--- src/rtl/pulse_meter_pkg.sv ---
// Shared definitions for the pulse_meter block: FSM state encoding and the
// default counter width.
package pulse_meter_pkg;

  localparam int unsigned DefaultWidth = 8;

  typedef enum logic [1:0] {
    StIdle = 2'd0,
    StHigh = 2'd1,
    StLow  = 2'd2
  } state_e;

endpackage

--- src/rtl/edge_sync.sv ---
// Two-flop synchronizer for an asynchronous 1-bit waveform, followed by a
// one-cycle delay register used for edge detection.
//
// Ports:
//   clock_i  - sole clock
//   reset_i  - asynchronous active-high reset, clears all flops
//   signal_i - raw waveform, may be asynchronous to clock_i
//   level_o  - synchronized level (second synchronizer stage)
//   rise_o   - level_o went 0 -> 1 relative to the previous cycle
//   fall_o   - level_o went 1 -> 0 relative to the previous cycle
module edge_sync (
  input  logic clock_i,
  input  logic reset_i,
  input  logic signal_i,
  output logic level_o,
  output logic rise_o,
  output logic fall_o
);

  logic s0_q, s1_q, prev_q;

  always_ff @(posedge clock_i or posedge reset_i) begin
    if (reset_i) begin
      s0_q   <= 1'b0;
      s1_q   <= 1'b0;
      prev_q <= 1'b0;
    end else begin
      s0_q   <= signal_i;
      s1_q   <= s0_q;
      prev_q <= s1_q;
    end
  end

  assign level_o = s1_q;
  assign rise_o  = s1_q & ~prev_q;
  assign fall_o  = ~s1_q & prev_q;

endmodule

--- src/rtl/pulse_meter.sv ---
// Pulse-train analyser: measures high width, low width and period of a 1-bit
// waveform in clock cycles, one report per complete rise-to-rise period.
//
// Ports:
//   clock_i  - sole clock
//   reset_i  - asynchronous active-high reset, clears all state and outputs
//   signal_i - measured waveform (synchronized internally)
//   high_w_o - high cycles of the last completed period (saturating)
//   low_w_o  - low cycles of the last completed period (saturating)
//   period_o - high_w_o + low_w_o, one bit wider so it never truncates
//   valid_o  - one-cycle strobe, outputs above updated in the same cycle
//   sat_o    - last reported period had a saturated high or low count
//   busy_o   - a measurement is in flight (HIGH or LOW state)
module pulse_meter
  import pulse_meter_pkg::*;
#(
  parameter int unsigned WIDTH = DefaultWidth
) (
  input  logic             clock_i,
  input  logic             reset_i,
  input  logic             signal_i,
  output logic [WIDTH-1:0] high_w_o,
  output logic [WIDTH-1:0] low_w_o,
  output logic [WIDTH:0]   period_o,
  output logic             valid_o,
  output logic             sat_o,
  output logic             busy_o
);

  localparam logic [WIDTH-1:0] CntMax = '1;
  localparam logic [WIDTH-1:0] CntOne = WIDTH'(1);

  logic level, rise, fall;

  edge_sync u_edge_sync (
    .clock_i  (clock_i),
    .reset_i  (reset_i),
    .signal_i (signal_i),
    .level_o  (level),
    .rise_o   (rise),
    .fall_o   (fall)
  );

  state_e           state_q, state_d;
  logic [WIDTH-1:0] cnt_q, cnt_d;
  logic [WIDTH-1:0] hcap_q, hcap_d;
  logic             hsat_q, hsat_d;
  logic             lsat_q, lsat_d;
  logic [WIDTH-1:0] high_w_q, high_w_d;
  logic [WIDTH-1:0] low_w_q, low_w_d;
  logic [WIDTH:0]   period_q, period_d;
  logic             valid_q, valid_d;
  logic             sat_q, sat_d;

  always_comb begin
    state_d  = state_q;
    cnt_d    = cnt_q;
    hcap_d   = hcap_q;
    hsat_d   = hsat_q;
    lsat_d   = lsat_q;
    high_w_d = high_w_q;
    low_w_d  = low_w_q;
    period_d = period_q;
    valid_d  = 1'b0;
    sat_d    = sat_q;

    unique case (state_q)
      StIdle: begin
        if (rise) begin
          cnt_d   = CntOne;
          hsat_d  = 1'b0;
          state_d = StHigh;
        end
      end
      StHigh: begin
        if (fall) begin
          hcap_d  = cnt_q;
          cnt_d   = CntOne;
          lsat_d  = 1'b0;
          state_d = StLow;
        end else if (level) begin
          if (cnt_q == CntMax) hsat_d = 1'b1;
          else                 cnt_d  = cnt_q + CntOne;
        end
      end
      StLow: begin
        if (rise) begin
          // Close the period and open the next high phase on the same edge.
          high_w_d = hcap_q;
          low_w_d  = cnt_q;
          period_d = (WIDTH+1)'(hcap_q) + (WIDTH+1)'(cnt_q);
          sat_d    = hsat_q | lsat_q;
          valid_d  = 1'b1;
          cnt_d    = CntOne;
          hsat_d   = 1'b0;
          state_d  = StHigh;
        end else if (!level) begin
          if (cnt_q == CntMax) lsat_d = 1'b1;
          else                 cnt_d  = cnt_q + CntOne;
        end
      end
      default: state_d = StIdle;
    endcase
  end

  always_ff @(posedge clock_i or posedge reset_i) begin
    if (reset_i) begin
      state_q  <= StIdle;
      cnt_q    <= '0;
      hcap_q   <= '0;
      hsat_q   <= 1'b0;
      lsat_q   <= 1'b0;
      high_w_q <= '0;
      low_w_q  <= '0;
      period_q <= '0;
      valid_q  <= 1'b0;
      sat_q    <= 1'b0;
    end else begin
      state_q  <= state_d;
      cnt_q    <= cnt_d;
      hcap_q   <= hcap_d;
      hsat_q   <= hsat_d;
      lsat_q   <= lsat_d;
      high_w_q <= high_w_d;
      low_w_q  <= low_w_d;
      period_q <= period_d;
      valid_q  <= valid_d;
      sat_q    <= sat_d;
    end
  end

  assign high_w_o = high_w_q;
  assign low_w_o  = low_w_q;
  assign period_o = period_q;
  assign valid_o  = valid_q;
  assign sat_o    = sat_q;
  assign busy_o   = (state_q != StIdle);

endmodule
--- config.mk ---
export PLATFORM = sky130hd
export DESIGN_NAME = pulse_meter
export DESIGN_NICKNAME = d
export VERILOG_FILES = /design/src/rtl/pulse_meter_pkg.sv /design/src/rtl/edge_sync.sv /design/src/rtl/pulse_meter.sv
export SDC_FILE = /design/constraint.sdc
export NUM_CORES = 1
export LEC_CHECK = 0
export ABC_AREA = 1
export BUFFER_PORTS_ARGS = -buffer_cell sky130_fd_sc_hd__buf_2
export CORE_AREA = 2 2 106 108
export CTS_CLUSTER_DIAMETER = 60
export DETAILED_ROUTE_END_ITERATION = 10
export DIE_AREA = 0 0 108 110
export PLACE_DENSITY = 0.52
export RECOVER_POWER = 50
export SLEW_MARGIN = 20
export SYNTH_ARGS = -nofsm -noshare
export SYNTH_HDL_FRONTEND = slang
export SYNTH_HIERARCHICAL = 1
export SYNTH_SLANG_ARGS = --single-unit
--- constraint.sdc ---
create_clock -name clock_i -period 4.15 [get_ports clock_i]
set_input_delay 0.2075 -clock clock_i [delete_from_list [all_inputs] [get_ports clock_i]]
set_output_delay 0.2075 -clock clock_i [all_outputs]
set_load 0.01 [all_outputs]
* Word level (Yosys, flattened, before mapping)
Cells that the tools add are included.
Cells by class: multiply operators 0, $lt $le $gt $ge 0, eq/ne operators 14, bitwise operators 5, muxes and demuxes 21, shift-type cells 0, $add $sub $neg 2, div/mod/pow operators 0, reductions and logical operators 12
Operator list (count):
- 8-bit 2-to-1 mux | 6
- 8-bit one-hot mux with 3 select lines | 1
- 2-bit != test (second input constant) | 7
- 5-bit AND reduction | 2
- 8-bit by 8-bit adder with 9-bit output | 1
- 1-bit 2-to-1 mux | 9
- 8-bit by 1-bit adder with 8-bit output (second input constant) | 1
- 8-bit == test (second input constant) | 1
- 2-bit AND reduction | 3
- 2-bit nonzero test | 3
- 2-bit 2-to-1 mux | 2
- 2-bit by 1-bit != test with 1-bit output (second input constant) | 2
- 1-bit one-hot mux with 2 select lines | 2
- 2-bit one-hot mux with 2 select lines | 1
- 4-bit AND reduction | 1
- 3-bit by 2-bit != test with 1-bit output (second input constant) | 1
- 3-bit != test (second input constant) | 1
- 3-bit nonzero test | 1
- 1-bit AND | 2
- 2-bit by 1-bit == test with 1-bit output (second input constant) | 1
- 2-bit == test (second input constant) | 1
- 2-bit logical NOT | 1
- 1-bit NOT | 2
- 2-bit OR reduction | 1
- 1-bit bitwise OR | 1
Storage, ports and cells: memories kept 0, RAM bits 0, latch bits 0, input bits 3, register bits 50, output and inout port bits 28, ROM bits 0

* Longest topological paths before layout
Gate-level depths: netlist (run 1).
depth after elaboration 5, mapped depth 11, gate-level depth less buffers 10

* Modules after synthesis
Netlist (run 1), hierarchy kept.
By module, submodules not included:
- pulse_meter | cells an instance 327, instances 1, area each 2511.2 um^2
- edge_sync | cells an instance 8, instances 1, area each 93.8 um^2

* Worst setup path after synthesis (run 1)
No wires, ideal clock.
path kind register to register, start point register cnt_q[0], end point register period_q[4], in the netlist period_o[4], stages on the path, launching flop included 8, period minus slack after synthesis 1.472 ns, path buffers 0, required time 4.067 ns, arrival time 1.390 ns, library setup time 0.083 ns, slack 2.678 ns, path through dfrtp_1 -> ha_1 -> fa_1 -> nand2_1 -> nand3_1 -> nand2_1 -> nand2_1 -> o21ai_0
Between the ends: cells in the longest elaborated chain, start to end 1
RTL lines:
- from (decl) | line pulse_meter.sv:45 | logic [WIDTH-1:0] cnt_q, cnt_d;
- from (signal assigned) | line pulse_meter.sv:120 | cnt_q <= cnt_d;
- 8-bit by 8-bit adder with 9-bit output | line pulse_meter.sv:91 | period_d = (WIDTH+1)'(hcap_q) + (WIDTH+1)'(cnt_q);
- to (signal assigned) | line pulse_meter.sv:126 | period_q <= period_d;
- to (decl) | line pulse_meter.sv:51 | logic [WIDTH:0] period_q, period_d;
Every way passes these cells. A chain may end at the register's enable or synchronous reset.

==> flow_summary.toml, run 1 <==
[synthesis]
synth_xor_area_frac = 0.00672
synth_cells = 335
syn_avg_cell_area_sq_um = 7.78
synth_area_sq_um = 2600
synth_compound_area_frac = 0.0740
synth_fa_ha_area_frac = 0.0749
synth_top_cell_area_share = 0.480
synth.mux.area_fraction = 0
ys_ff_latch = 50
synth_top_area_cell = "dfrtp_1"
synth_edf_count = 0
synth_top_family_by_area = "simple AND/OR/NAND/NOR gates"
async_flop_share = 1.00
synth.area.top_cells = "dfrtp_1, nand2_1, ha_1"
synth_nets = 353
yosys.area_share.simple = 0.280
ys_seq_area_frac = 0.480
netlist_top_cells_count = "nand2_1, dfrtp_1, inv_1"
synth_most_common_cell = "nand2_1"
synth_ff_type = "dfrtp_1"
synth_cell_types = 24
ys.warnings.count = 6

[timing]
slew-limit-headroom = -0.459
setup_tns_ns = 0
finalHoldViolations = 0
setup-violations-final = 0
tightest_slew_ns = 2.18
maxSlewViolCount = 48
fin_crit_ns = 1.98
fin_skew_ns = 0.0107
worst_slack_ns = 2.17
fmax_mhz = 505
fin_crit_sh = 0.477
rsz0062_at_grt = "false"

[global_routing]
antenna_found_initial = 0
grt_pass1_vias = 2124
grt_start_max_net_pins = 48
grtUsageTotal = 0.104
grt_pass1_wl_mm = 9.80
grt_overflow_total = 0

[pwr]
p_int_mw = 0.922
power_mw = 1.57
p_switching_mw = 0.647
pwr-share-clk = 0.205
seq_power_share = 0.421
combPwrFrac = 0.374
p_per_area_nw_per_um2 = 530
switching_share = 0.413
ir_drop_uv = 158
power_leakage_nw = 1.56

[floorplan]
start_util = 0.244
die_w_um = 108
io_pins = 31
row_count = 38
die_height_um = 110
coreArea_sq_um = 10700
die_area_sq_um = 11900

[critical_path]
start_kind = "input port"
ff2ff_setup_slack_ns = 2.37
path_class = "in -> async"
crit_required_ns = 4.29
critPathArrivalTime_ns = 2.11
path_max_fanout = 47
worst_setup_path_end_kind = "asynchronous set/reset pin"
rr_worst_depth = 8
cp-startpoint = "reset_i"
crit_path_end = "hcap_q[1]"
worstReg2RegStart = "state_q[1]"
timing.rr.end = "hsat_q"

[placement]
io_buffer_count = 30
dp_hpwl_mm = 4.05
dp_slack_ns = 2.37
globalplace.congestion = 0.774
placed_area_sq_um = 2870

[clock_network]
cts-root-buf = "clkbuf_8"
cts_sinks = 50
clk_path_buf_depth = 2
cts_resized = 0
htree_levels = 2
cts_made_buffers = 5
path_clk_slew_ns = 0.10
cts_tree = "done"
clk_latency_ns = 0.32

[detailed_routing]
num_vias = 2141
viasPerCell = 4.21
drt-total-wl_mm = 5.71
antenna_left = 0
drt_iter0_drc = 123
first_pass_iters = 4
wl_per_cell_um = 11.2
drcViolationCount = 0

[finish]
area_growth_syn_to_layout_pct = 13.5
design_area_sq_um = 2960
drive_above_1_share = 0.0462
final_util = 0.276
final_nets = 385
insertedDiodeCount = 0

[run]
maxCapViolations = 1

[outcome]
status = "complete, but fails checks"
violations = "max-capacitance violations, max-slew violations"

[hold_path]
hold_path.class = "in -> async"
state kept, by name, indices dropped and copies added (netlist names):
signal,flops
period_o,9
lsat_q,1
valid_o,1
hsat_q,1
hcap_q,8
u_edge_sync/s0_q,1
u_edge_sync/prev_q,1
u_edge_sync/level_o,1
cnt_q,8
low_w_o,8
sat_o,1
high_w_o,8
state_q,2
stage by stage:
stage / hold slack (ns) / std cells
2_1_floorplan: -0.0389 / 335
3_3_place_gp: 0.0928 / 498
3_5_place_dp: 0.0952 / 498
4_1_cts: 0.295 / 508
5_1_grt: 0.321 / 508
6_report: 0.295 / 508
logic make-up (layout without fill, tap and decap cells):
kind of cell,after synthesis,after routing
AO/OA/AOI/OAI,37,37
XOR/XNOR,2,2
adder cells (fa/ha/maj),15,15
buffers and inverters,49,82
flip-flops,50,50
AND/OR/NAND/NOR,182,182
how the worst min path moves through the flow:
| stage | to | cells past startpoint | startpoint |
|---|---|---|---|
| finish | u_edge_sync/s0_q | 3 | reset_i |
| global placement | u_edge_sync/s0_q | 2 | reset_i |
| detailed placement | u_edge_sync/s0_q | 2 | reset_i |
| floorplan | u_edge_sync/level_o | 1 | reset_i |
| global route | u_edge_sync/s0_q | 3 | reset_i |
| CTS | u_edge_sync/s0_q | 3 | reset_i |
placed cells by master (no fill, tap or decap):
cell type      count
o22ai_1            1
clkinvlp_2         1
dlygate4sd3_1      2
nand3_1           19
nand2_1          129
clkbuf_1          28
buf_2              2
clkinvlp_4         1
inv_6              1
fa_1               1
clkbuf_8           6
nand4_1            2
inv_1             38
a21oi_1            6
nand3b_1           1
nor2_4             1
a211oi_1           1
nor2_1            26
o21ai_2            1
xor2_1             1
nor3_1             3
nor2_2             1
buf_4              1
dfrtp_1           50
o21ai_0           28
xnor2_1            1
inv_2              2
ha_1              14
routing by layer:
metal,GRT usage,vias to the layer above,share of wire
met5,0,-,0
met4,0.0375,0,0.016
met3,0.0235,12,0.038
met2,0.177,42,0.46
met1,0.129,983,0.49
li1,-,1104,-
worst max-delay path, cell delays in order:
cell	delay (ns)
dlygate4sd3_1	0.53
clkbuf_1	0.11
clkinvlp_2	1.24
power by group through the flow:
stage | combinational (mW) | sequential [mW] | clock (mW)
2_1_floorplan | 0.433 | 0.682 | 0
3_3_place_gp | 0.595 | 0.669 | 0
3_5_place_dp | 0.608 | 0.670 | 0
4_1_cts | 0.613 | 0.660 | 0.328
5_1_grt | 0.679 | 0.679 | 0.346
6_report | 0.586 | 0.661 | 0.322
final cells by class:
class / instances / area (sq um)
Multi-Input combinational cell: 236 / 1130
Clock buffer: 6 / 82.6
Timing Repair Buffer: 33 / 143
Sequential cell: 50 / 1250
Clock inverter: 2 / 16.3
Fill cell: 1193 / 7740
Inverter: 41 / 155
Tap cell: 140 / 175
repair_timing:
| action | in CTS | in global routing |
|---|---|---|
| setup buffers | 0 | 0 |
| hold buffers | 2 | 0 |
| endpoints found under the hold margin | 4 | 0 |
Power figures use the tool's default switching activity.
==> run 2, diff against run 1 <==
--- a/config.mk
+++ b/config.mk
@@ -5,13 +5,13 @@
 export SDC_FILE = /design/constraint.sdc
 export NUM_CORES = 1
 export LEC_CHECK = 0
-export ABC_AREA = 1
+export ABC_AREA = 0
 export BUFFER_PORTS_ARGS = -buffer_cell sky130_fd_sc_hd__buf_2
-export CORE_AREA = 2 2 106 108
+export CORE_AREA = 2 2 105 107
 export CTS_CLUSTER_DIAMETER = 60
 export DETAILED_ROUTE_END_ITERATION = 10
-export DIE_AREA = 0 0 108 110
-export PLACE_DENSITY = 0.52
+export DIE_AREA = 0 0 107 109
+export PLACE_DENSITY = 0.54
 export RECOVER_POWER = 50
 export SLEW_MARGIN = 20
 export SYNTH_ARGS = -nofsm -noshare
==> constraint.sdc (replaced) <==
create_clock -name clock_i -period 1.7 [get_ports clock_i]
set_input_delay 0.085 -clock clock_i [delete_from_list [all_inputs] [get_ports clock_i]]
set_output_delay 0.085 -clock clock_i [all_outputs]
set_load 0.01 [all_outputs]
==> flow_summary.toml, run 2 <==
[floorplan]
die_w_um = 107
io_pins = 31
die_area_sq_um = 11700
start_util = 0.245
row_count = 38
die_height_um = 109
coreArea_sq_um = 10600

[synthesis]
ys_ff_latch = 50
ys.warnings.count = 6
synth_top_area_cell = "dfrtp_1"
synth_compound_area_frac = 0.151
netlist_top_cells_count = "nand2_1, dfrtp_1, ha_1"
synth_cells = 269
synth_most_common_cell = "nand2_1"
ys_seq_area_frac = 0.482
synth_fa_ha_area_frac = 0.0751
syn_avg_cell_area_sq_um = 9.66
synth_nets = 287
synth.area.top_cells = "dfrtp_1, nand2_1, ha_1"
synth_area_sq_um = 2600
synth_cell_types = 55
synth_edf_count = 0
synth_top_family_by_area = "simple AND/OR/NAND/NOR gates"
synth_ff_type = "dfrtp_1"
synth.mux.area_fraction = 0.0385
synth_top_cell_area_share = 0.482
async_flop_share = 1.00
yosys.area_share.simple = 0.209
synth_xor_area_frac = 0.00674

[outcome]
violations = "negative setup slack"
status = "complete, but fails checks"

[critical_path]
timing.rr.end = "cnt_q[5]"
path_max_fanout = 6
critPathArrivalTime_ns = 2.01
worstReg2RegStart = "state_q[1]"
rr_worst_depth = 6
crit_family = "simple AND/OR/NAND/NOR gates"
worst-path-buf-inv = 1
worst_setup_path_end_kind = "flip-flop"
start_kind = "flip-flop"
max_stage_delay_ns = 0.53
crit_slowest_cell = "or4_4"
path_class = "reg -> reg"
ff2ff_setup_slack_ns = -0.07
crit_required_ns = 1.94
path_depth = 6
worstPathCellList = "inv_2, ha_4, or2_1, o221ai_4, or4_4, a21oi_2"

[run]
maxCapViolations = 0

[detailed_routing]
top_layer = "met4"
wl_per_cell_um = 12.5
antenna_left = 0
wl_met3_um = 138
first_pass_iters = 4
wl_met1_mm = 2.93
num_vias = 2215
met2_wirelength_mm = 3.11
drcViolationCount = 0
viasPerCell = 4.46
drt_iter0_drc = 75
drt-total-wl_mm = 6.21

[timing]
fmax_mhz = 566
rsz0062_at_grt = "true"
tightest_slew_ns = 0.760
fin_crit_ns = 1.77
finalHoldViolations = 0
fin_skew_ns = 0.0157
worst_slack_ns = -0.0677
slew-limit-headroom = 0.493
fin_crit_sh = 1.04
setup-violations-final = 8
maxSlewViolCount = 0

[finish]
layout_common_cells = "nand2_1, buf_4, dfrtp_1, clkbuf_1, buf_2"
final_nets = 374
insertedDiodeCount = 0
layout_commonest_cell = "nand2_1"
largest_register_ffs = 9
area_growth_syn_to_layout_pct = 40.1
drive_above_1_share = 0.322
design_area_sq_um = 3640
nFillCells = 1083
final_cell_count_no_fill = 497

[pwr]
switching_share = 0.370
power_leakage_nw = 1.77
p_switching_mw = 1.73
ir_drop_uv = 567
combPwrFrac = 0.501
seq_power_share = 0.341
p_per_area_nw_per_um2 = 1290
pwr-share-clk = 0.158
p_int_mw = 2.95

[placement]
dp_hpwl_mm = 4.68
io_buffer_count = 30
globalplace.congestion = 0.823
dp_cells = 483
placed_area_sq_um = 3420

[global_routing]
grtUsageTotal = 0.112
antenna_found_initial = 0
grt_pass1_wl_mm = 10.4
grt_start_max_net_pins = 31
grt_pass1_vias = 2262
grt_overflow_total = 0

[clock_network]
path_clk_slew_ns = 0.10
cts_made_buffers = 5
cts_sinks = 50
cts_tree = "done"
htree_levels = 2
cts-root-buf = "clkbuf_8"
clk_path_buf_depth = 2
clk_latency_ns = 0.31

[hold_path]
hold_path.class = "in -> async"
==> run 2: changes by cell type after synthesis, moves of 10 or more <==
cell	delta
inv_1	-31
nand2_1	-63
nand3_1	-11
nor2_1	-22
o21ai_0	-25
o21ai_1	+10
==> run 2: final cells by class <==
cell class / count / area (sq um) / area share
multi-input combinational: 197 / 1430 / 0.393
sequential: 50 / 1250 / 0.345
timing repair buffer: 93 / 652 / 0.179
tap: 140 / 175 / 0.0481
clock buffer: 5 / 68.8 / 0.0189
inverter: 9 / 33.8 / 0.00928
clock inverter: 3 / 26.3 / 0.00722
==> run 2: power by group through the flow <==
stage	clock network, mW	logic [mW]	registers, mW
after detailed placement	0	2.11	1.61
after global routing	0.822	2.63	1.63
final	0.741	2.35	1.60
after global placement	0	2.08	1.59
after CTS	0.774	2.22	1.59
after floorplan	0	1.12	1.67
==> run 2: worst max path at each step <==
stage | from | end | slack [ns]
floorplan | cnt_q[0] | period_o[8] | -0.03
CTS | state_q[1] | cnt_q[5] | -0.04
global placement | state_q[0] | cnt_q[7] | -0.03
detailed placement | state_q[1] | cnt_q[6] | -0.08
finish | state_q[1] | cnt_q[5] | -0.07
global route | cnt_q[0] | cnt_q[2] | -0.15
==> run 2: metrics by stage <==
stage	util	setup TNS (ns)	hold slack, ns	worst slack, ns	power, mW
after floorplan	-	-0.0306	-0.161	-0.0295	2.79
after global routing	0.343	-1.34	0.193	-0.149	5.08
after detailed placement	0.323	-0.433	-0.0203	-0.0776	3.72
final	0.343	-0.266	0.174	-0.0677	4.68
after CTS	0.339	-0.272	0.179	-0.0414	4.58
after global placement	0.323	-0.0805	-0.0278	-0.0258	3.68
==> run 2: routing by layer <==
metal / up-vias / global-route usage
met3: 5 / 0.0203
met2: 29 / 0.200
met1: 1055 / 0.138
li1: 1126 / -
met4: 0 / 0.0288
met5: - / 0
==> run 2: cells by family (layout without fill, tap and decap cells) <==
logic type                 after synthesis  after routing
and+or+nand+nor                        112            112
adders and majority gates               15             15
xor gates and xnor gates                 2              2
DFF                                     50             50
AOI/OAI and AO/OA                       59             59
buffers and inverters                   22            110
muxes                                    9              9
==> run 2: timing repair <==
| action | in CTS | in global routing |
|---|---|---|
| setup buffers | 2 | 4 |
| gates resized for setup | 8 | 10 |
| endpoints found under the setup margin | 14 | 15 |
| pin swaps | 6 | 14 |
| hold buffers | 2 | 0 |
| hold endpoints to repair | 21 | 0 |
==> run 2: tightest hold or removal path, stage by stage <==
cell           delay [ns]
dlygate4sd3_1        0.53
clkbuf_1             0.11
inv_1                0.11
